<file path="src/rtl/gysc_sample_fifo.sv">
// Three-axis sample FIFO with decimation, watermark and fifo/stream/bypass overrun handling.
// Latency: a write strobe or pop at cycle N is visible on level/outputs at N+1.
// Backpressure: none upstream; when full, fifo mode discards new samples and stream mode drops the oldest.
//
// Ports:
//   clk, rst                           clock, synchronous active-high reset
//   sample_valid, x/y/z_filter_data    one-cycle sample pulse with per-axis data
//   fifo_write_ctrl[3:0]               decimation divider (store one of every DIV+1 samples)
//   fifo_mode_ctrl[1:0], [7:4]         mode (00/11 bypass, 01 fifo, 10 stream), watermark
//   rd_req                             one-cycle pop request
//   ovr_clr                            clears the sticky overrun flag
//   x/y/z_fifo_out, rd_valid           last popped entry and its one-cycle update pulse
//   fifo_level/empty/full/wtm/ovr      status
module gysc_sample_fifo #(
   parameter int DEPTH = 16,
   parameter int DW    = 32
) (
   input  logic                     clk,
   input  logic                     rst,
   input  logic                     sample_valid,
   input  logic [DW-1:0]            x_filter_data,
   input  logic [DW-1:0]            y_filter_data,
   input  logic [DW-1:0]            z_filter_data,
   input  logic [7:0]               fifo_write_ctrl,
   input  logic [7:0]               fifo_mode_ctrl,
   input  logic                     rd_req,
   input  logic                     ovr_clr,
   output logic [DW-1:0]            x_fifo_out,
   output logic [DW-1:0]            y_fifo_out,
   output logic [DW-1:0]            z_fifo_out,
   output logic                     rd_valid,
   output logic [$clog2(DEPTH):0]   fifo_level,
   output logic                     fifo_empty,
   output logic                     fifo_full,
   output logic                     fifo_wtm,
   output logic                     fifo_ovr
);

   localparam int AW = $clog2(DEPTH);
   localparam int LW = AW + 1;

   localparam logic [1:0]    MODE_FIFO   = 2'b01;
   localparam logic [1:0]    MODE_STREAM = 2'b10;
   localparam logic [DW-1:0] OUT_NAN     = DW'(32'h7FC0_0000);

   logic [3*DW-1:0] r_mem [DEPTH];
   logic [AW-1:0]   r_wp;
   logic [AW-1:0]   r_rp;
   logic [LW-1:0]   r_level;
   logic [3:0]      r_dec_cnt;
   logic [3:0]      r_div_prev;
   logic [1:0]      r_mode_prev;
   logic            r_ovr;
   logic            r_rd_valid;
   logic [DW-1:0]   r_x_out;
   logic [DW-1:0]   r_y_out;
   logic [DW-1:0]   r_z_out;

   logic [1:0] w_mode;
   logic [3:0] w_div;
   logic [3:0] w_wtm;
   logic       w_mode_chg;
   logic       w_div_chg;
   logic       w_active;
   logic       w_strobe;
   logic       w_full;
   logic       w_empty;
   logic       w_wr;
   logic       w_pop;
   logic       w_store;
   logic       w_drop;
   logic       w_ovr_set;
   logic       w_lvl_inc;
   logic       w_lvl_dec;

   assign w_mode     = fifo_mode_ctrl[1:0];
   assign w_div      = fifo_write_ctrl[3:0];
   assign w_wtm      = fifo_mode_ctrl[7:4];
   assign w_mode_chg = (w_mode != r_mode_prev);
   assign w_div_chg  = (w_div != r_div_prev);

   // Storage only operates in fifo/stream mode and not in the cycle the mode changes;
   // otherwise the queue is flushed.
   assign w_active   = ((w_mode == MODE_FIFO) || (w_mode == MODE_STREAM)) && !w_mode_chg;

   // A divider change restarts decimation and suppresses the strobe in that cycle.
   assign w_strobe   = sample_valid && !w_div_chg && (r_dec_cnt == w_div);

   assign w_full     = (r_level == LW'(DEPTH));
   assign w_empty    = (r_level == '0);
   assign w_wr       = w_active && w_strobe;
   // Pop qualifies on stored level only: a same-cycle write into an empty queue never falls through.
   assign w_pop      = w_active && rd_req && !w_empty;
   // A concurrent pop frees a slot, so a full queue accepts the write without overrun.
   assign w_store    = w_wr && (!w_full || w_pop || (w_mode == MODE_STREAM));
   assign w_drop     = w_wr && w_full && !w_pop && (w_mode == MODE_STREAM);
   assign w_ovr_set  = w_wr && w_full && !w_pop;
   assign w_lvl_inc  = w_store && !w_pop && !w_drop;
   assign w_lvl_dec  = w_pop && !w_store;

   always_ff @(posedge clk) begin
      if (rst) begin
         r_dec_cnt <= '0;
      end else if (w_div_chg) begin
         r_dec_cnt <= '0;
      end else if (sample_valid) begin
         if (r_dec_cnt == w_div) r_dec_cnt <= '0;
         else                    r_dec_cnt <= r_dec_cnt + 4'd1;
      end
   end

   // Storage array has no reset; pointers and level define what is valid.
   always_ff @(posedge clk) begin
      if (!rst && w_store) begin
         r_mem[r_wp] <= {x_filter_data, y_filter_data, z_filter_data};
      end
   end

   always_ff @(posedge clk) begin
      if (rst) begin
         r_wp        <= '0;
         r_rp        <= '0;
         r_level     <= '0;
         r_ovr       <= 1'b0;
         r_rd_valid  <= 1'b0;
         r_x_out     <= OUT_NAN;
         r_y_out     <= OUT_NAN;
         r_z_out     <= OUT_NAN;
         // Capture current controls so leaving reset is not seen as a change.
         r_div_prev  <= w_div;
         r_mode_prev <= w_mode;
      end else begin
         r_div_prev  <= w_div;
         r_mode_prev <= w_mode;
         if (!w_active) begin
            r_wp       <= '0;
            r_rp       <= '0;
            r_level    <= '0;
            r_rd_valid <= 1'b0;
            if (w_mode_chg)   r_ovr <= 1'b0;
            else if (ovr_clr) r_ovr <= 1'b0;
         end else begin
            r_rd_valid <= w_pop;
            if (w_pop) begin
               {r_x_out, r_y_out, r_z_out} <= r_mem[r_rp];
            end
            if (w_store)          r_wp <= r_wp + AW'(1);
            if (w_pop || w_drop)  r_rp <= r_rp + AW'(1);
            if (w_lvl_inc)        r_level <= r_level + LW'(1);
            else if (w_lvl_dec)   r_level <= r_level - LW'(1);
            // A new overrun in the same cycle as a clear leaves the flag set.
            if (w_ovr_set)        r_ovr <= 1'b1;
            else if (ovr_clr)     r_ovr <= 1'b0;
         end
      end
   end

   assign x_fifo_out = r_x_out;
   assign y_fifo_out = r_y_out;
   assign z_fifo_out = r_z_out;
   assign rd_valid   = r_rd_valid;
   assign fifo_level = r_level;
   assign fifo_ovr   = r_ovr;
   assign fifo_empty = w_empty;
   assign fifo_full  = w_full;
   assign fifo_wtm   = (w_wtm != 4'd0) && (r_level >= LW'(w_wtm));

endmodule

</file>
<file path="config.mk">
export PLATFORM = sky130hd
export DESIGN_NAME = gysc_sample_fifo
export DESIGN_NICKNAME = d
export VERILOG_FILES = /design/src/rtl/gysc_sample_fifo.sv
export SDC_FILE = /design/constraint.sdc
export NUM_CORES = 2
export LEC_CHECK = 0
export BUFFER_PORTS_ARGS = -buffer_cell sky130_fd_sc_hd__buf_2
export CELL_PAD_IN_SITES_DETAIL_PLACEMENT = 1
export CELL_PAD_IN_SITES_GLOBAL_PLACEMENT = 1
export CORE_ASPECT_RATIO = 1.75
export CORE_MARGIN = 2
export CORE_UTILIZATION = 25
export CTS_CLUSTER_DIAMETER = 100
export DETAILED_ROUTE_END_ITERATION = 10
export HOLD_SLACK_MARGIN = 0.15
export MAX_ROUTING_LAYER = met4
export PLACE_DENSITY_LB_ADDON = 0.1
export SLEW_MARGIN = 10
export SYNTH_ARGS = -nofsm -noshare
export SYNTH_HDL_FRONTEND = slang
export SYNTH_SLANG_ARGS = --single-unit
export TNS_END_PERCENT = 20
</file>
<file path="constraint.sdc">
create_clock -name clk -period 41.9 [get_ports clk]
set_input_delay 12.57 -clock clk [delete_from_list [all_inputs] [get_ports clk]]
set_output_delay 12.57 -clock clk [all_outputs]
set_load 0.01 [all_outputs]
</file>
; ---- After elaboration in Yosys (flattened, before gate mapping)
; Memories as Yosys holds them, arrays and structs flattened. A register that Yosys moved wholly into a read port is not among the register bits.
; Cells that the tools add are included.
[totals]
regBits = 25
out_inout_bits = 106
word_cells = 64
input_bits = 117
ramBits = 1536
mem_count = 1
[classes]
addsub = 5
eq_ne = 6
magnitude_cmp = 1
mux = 9
n_bitwise = 1
reduce_logical = 33
[mem_list]
columns = name, words, word_bits, read_ports, rd_clocked_by_memory_dff, wr, line
row1 = r_mem, 16, 96, 1, 1, 1, 46  ; logic [3*DW-1:0] r_mem [DEPTH];
[ops]
columns = op, n
row1 = $logic_and A1 B1 Y1, 15
row2 = $add A4 B1 Y4 const B, 3
row3 = $mux W5, 2
row4 = $logic_not A1 Y1, 8
row5 = $mux W1, 6
row6 = $add A5 B1 Y5 const B, 1
row7 = $eq A5 B5 Y1 const B, 1
row8 = $ge A5 B4 Y1, 1
row9 = $logic_not A5 Y1, 1
row10 = $sub A5 B1 Y5 const B, 1
row11 = $eq A4 B4 Y1, 1
row12 = $logic_or A1 B1 Y1, 4
row13 = $mux W4, 1
row14 = $ne A4 B4 Y1, 1
row15 = $reduce_bool A4 Y1, 1
row16 = $reduce_or A2 Y1, 2
row17 = $eq A2 B1 Y1 const B, 1
row18 = $eq A2 B2 Y1 const B, 1
row19 = $ne A2 B2 Y1, 1
row20 = $reduce_and A2 Y1, 1
row21 = $reduce_bool A2 Y1, 1
row22 = $not A1 Y1, 1

; ---- Logic depth before layout (Yosys ltp)
[depth]
ltp_word = 12
ltp_mapped = 15
mapped_depth_nobuf = 14

; ---- Worst setup path after synthesis
; No wires, ideal clock.
[synth_path]
path_kind = input to output
startpoint = in fifo_mode_ctrl[4]
endpoint = out fifo_wtm
t_required_ps = 29330
arrival_ps = 13378
setup_slack_ps = 15952
n_path_buf = 0
path_stages = 6
path_cell_list = ha_1 > nand2b_1 > a21oi_1 > nor2b_1 > o21ai_0 > a21oi_1
[synth_via]
elab_chain_cells = 2
word_cells_on_any_way = 3
classes_between = order compare (1) / reduce/logical (2)
[synth_lines]
columns = element, line
row1 = from (decl), 25  ; input logic [7:0] fifo_mode_ctrl,
row2 = $ge A5 B4 Y1 or $reduce_bool A4 Y1 (tied branches), 166  ; assign fifo_wtm = (w_wtm != 4'd0) && (r_level >= LW'(w_wtm));
row3 = $logic_and A1 B1 Y1 (*), 166
row4 = to (decl), 35  ; output logic fifo_wtm,
; Every way passes the cells marked *; elsewhere a longest branch is shown, timed or not.

; ---- Worst setup path in the final report
; Same ends and word-level chain as after synthesis.

==> results.txt <==
Fin crit period - 26370 ps
Logic gate share of total power - 0.009
Post-Syn Area - 61920 um2
Placer Congestion - 0.7009
Endpoints failing setup - 0
Max stage delay cell, worst path - ha_1
Worst hold path class - register to register
Syn_nets - 2943
Core Util, Final - 0.2956
Post-CTS Setup Bufs - 0
Layout cells sized above 1 - 0.3028
Flop pwr share - 0.537
DPL Wire Length - 97.49 mm
Post-route cell area - 72820 um2
Warning count from the yosys run - 0
Largest net degree at the start of global routing - 113
Vias in the first global route - 33.30k
Critical path class - input port to output port
Leak - 22.02 nW
Count of cell types in the netlist - 45
Seq/Total Area, Yosys - 0.7841
I/O pins - 223
Worst Path Required - 29330 ps
Synth Instances - 2811
DIE WIDTH - 380.2 um
Slew of the pin with the lowest slew margin - 1091 ps
CTS root buf - clkbuf_16
Via count - 29.77k
Die Height - 662.3 um
Core Area - 246400 um2
IO buf count - 216
Post-synth EDFFs - 1536
Status - complete, no violations
RSZ-0062 raised after global routing - no
CTS clk-pin slew, worst paths - 60 ps
Worst Path Max Fanout - 2
Number of max-cap violations - 0
Skew final - 58.99 ps
CP cell instances - buf_2 -> ha_1 -> nand2b_1 -> a21oi_1 -> nor2b_1 -> o21ai_0 -> a21oi_1 -> buf_2
Post-Route WL - 189.8 mm
Synth Area per Inst - 22.03 um2
Clock Power Share - 0.454
Post-CTS Resized - 0
CTS tree - done
WHS - 468.8 ps
Int Pwr - 2.682 mW
Nets - 3263
Overflow after GRT - 0
Final worst path period share - 0.6293
First-pass GRT wire length - 265.5 mm
Fmax - 0.03793 GHz
Area Overhead vs Synth - 17.61%
Cell area after placement - 67260 um2
Clock tree buffer depth - 4
Final hold violations - 0
Gr usage total - 0.1543
Crit-path max cell delay - 270 ps
Async SR Flop Fraction - 0
Initial antenna violation count - 42
Initial DRC count - 2026
Crit end category - output port
Worst setup SP type - input port
Setup TNS Final - 0 ps
Pre-antenna DRT Iters - 5
Setup slack, reg-to-reg - 36750 ps
Drt drc - 0
Primary FF master, synth - edfxtp_1
Clock latency on the worst-skew pair - 830 ps
Htree depth - 4
Pwr dens - 46.15 nW/um2
Row count - 241
Flops & latches, synth - 1657
Post-route ant nets - 0
Switch Pwr - 0.6792 mW
Initial Util - 0.2513
DR vias/cell - 4.534
Post-CTS Hold Buffers - 0
Die Area - 251800 um2
IR drop worst, VDD - 0.03436 mV
Arrival @ worst endpoint - 13800 ps
Num CTS Buffers - 177
DR WL/cell - 28.91 um
Switch share - 0.2021
Slew margin rel. - 0.2730
Pins over their slew limit - 0
CTS Sinks - 1657
flip-flops by register name, summed over array words and instances (netlist names):
| name | flops |
|---|---|
| fifo_ovr | 1 |
| z_fifo_out | 32 |
| y_fifo_out | 32 |
| fifo_level | 5 |
| rd_valid | 1 |
| r_div_prev | 4 |
| r_rp | 4 |
| r_mode_prev | 2 |
| x_fifo_out | 32 |
| r_mem | 1536 |
| r_dec_cnt | 4 |
| r_wp | 4 |
synth_stat cells (all sizes together), types with 3 or more instances:
cell    instances  area [um2]
nand2          56       210.2
a21oi         177       885.9
nor4            5       46.29
or3             4       25.02
xor2           14       122.6
nor2           97       369.1
dfxtp         121        2422
nor2b           4       27.53
inv            12       45.04
nand3           8       40.04
nor4b           5       58.80
xnor2           3       26.28
mux2i           4       43.79
mux4          411        9256
o21ai           6       30.03
a22oi         138        1036
edfxtp       1536       46120
nor3            5       25.02
nand2b          7       43.79
o31ai           3       22.52
buf            78       389.1
clkbuf         83       311.6
ha             14       175.2
nand3b          3       22.52
worst paths after layout:
| kind | startpoint | end | cells past startpoint |
|---|---|---|---|
| worst max-delay path | fifo_mode_ctrl[4] | fifo_wtm | 8 |
| worst min-delay path | x_fifo_out[30] | x_fifo_out[30] | 2 |
| worst max register to register | r_mode_prev[1] | r_mem[10][90] | 7 |
| worst min register to register | x_fifo_out[30] | x_fifo_out[30] | 2 |
power by group through the flow:
stage | Clock (mW) | Combinational (mW) | Sequential [mW]
5_1_grt | 1.63 | 0.0350 | 1.80
4_1_cts | 1.59 | 0.0322 | 1.80
6_report | 1.53 | 0.0311 | 1.80
3_3_place_gp | 0 | 0.0289 | 1.84
3_5_place_dp | 0 | 0.0321 | 1.84
2_1_floorplan | 0 | 0.00357 | 1.84
final cells by class:
| type | count | area (um2) |
|---|---|---|
| repair buffers | 302 | 1770 |
| fillers | 24800 | 173500 |
| multi-input cells | 981 | 12780 |
| clock buffers | 249 | 4996 |
| diodes | 20 | 50.05 |
| flip-flops and latches | 1657 | 48560 |
| clock inverters | 65 | 513.0 |
| inverters | 12 | 45.04 |
| well taps | 3280 | 4104 |
stage by stage:
| step | power (mW) | instances | setup slack (ps) |
|---|---|---|---|
| floorplan | 1.845 | 2811 | 15950 |
| global placement | 1.869 | 6232 | 15310 |
| detailed placement | 1.872 | 6232 | 15490 |
| CTS | 3.423 | 6546 | 15490 |
| global route | 3.473 | 6564 | 15480 |
| finish | 3.361 | 6566 | 15530 |
cell usage in the layout, fill, tap and decap left out, types with 4 or more instances in the layout:
cell type	netlist	final
diode_2	0	20
buf_4	0	83
a21oi_1	177	177
edfxtp_1	1536	1536
dfxtp_1	121	117
nor2_1	95	82
clkbuf_1	83	48
ha_1	14	14
clkinv_1	0	24
buf_2	65	215
nor4_1	4	4
inv_1	12	12
bufinv_16	0	7
a22oi_1	138	138
clkinv_2	0	23
clkinvlp_4	0	5
xor2_1	14	14
o21ai_0	4	4
or3_1	4	4
nor3_1	5	5
nor2_4	0	13
nor4b_2	0	4
nand2_1	56	56
nand2b_1	7	7
clkbuf_16	0	182
mux4_2	411	411
clkbuf_8	0	19
nand3_1	8	8
cells by family (layout without fill, tap and decap cells):
logic type      Yosys count  after routing  share of synthesized area
other cells               0             20                          0
flops                  1657           1657                     0.7841
buf+inv                 173            628                    0.01204
fa+ha+maj                15             15                   0.003152
simple gates            206            206                    0.01554
xor+xnor                 17             17                   0.002405
compound gates          328            328                    0.03259
mux                     415            415                     0.1502
per-layer routing:
metal / vias up / global-route usage / part of all wire
met2: 711 / 0.2616 / 0.51
met5: - / - / 0
li1: 12440 / - / -
met3: 274 / 0.02988 / 0.048
met4: 0 / 0.04150 / 0.026
met1: 16340 / 0.1882 / 0.42
critical path, delay by kind of cell:
| kind | cells | cell delay (ps) |
|---|---|---|
| adder cells (fa/ha/maj) | 1 | 270 |
| AND/OR/NAND/NOR | 2 | 220 |
| AO/OA/AOI/OAI | 3 | 480 |
| buffers and inverters | 2 | 260 |
Note: power is estimated with default switching activity, not from simulation.
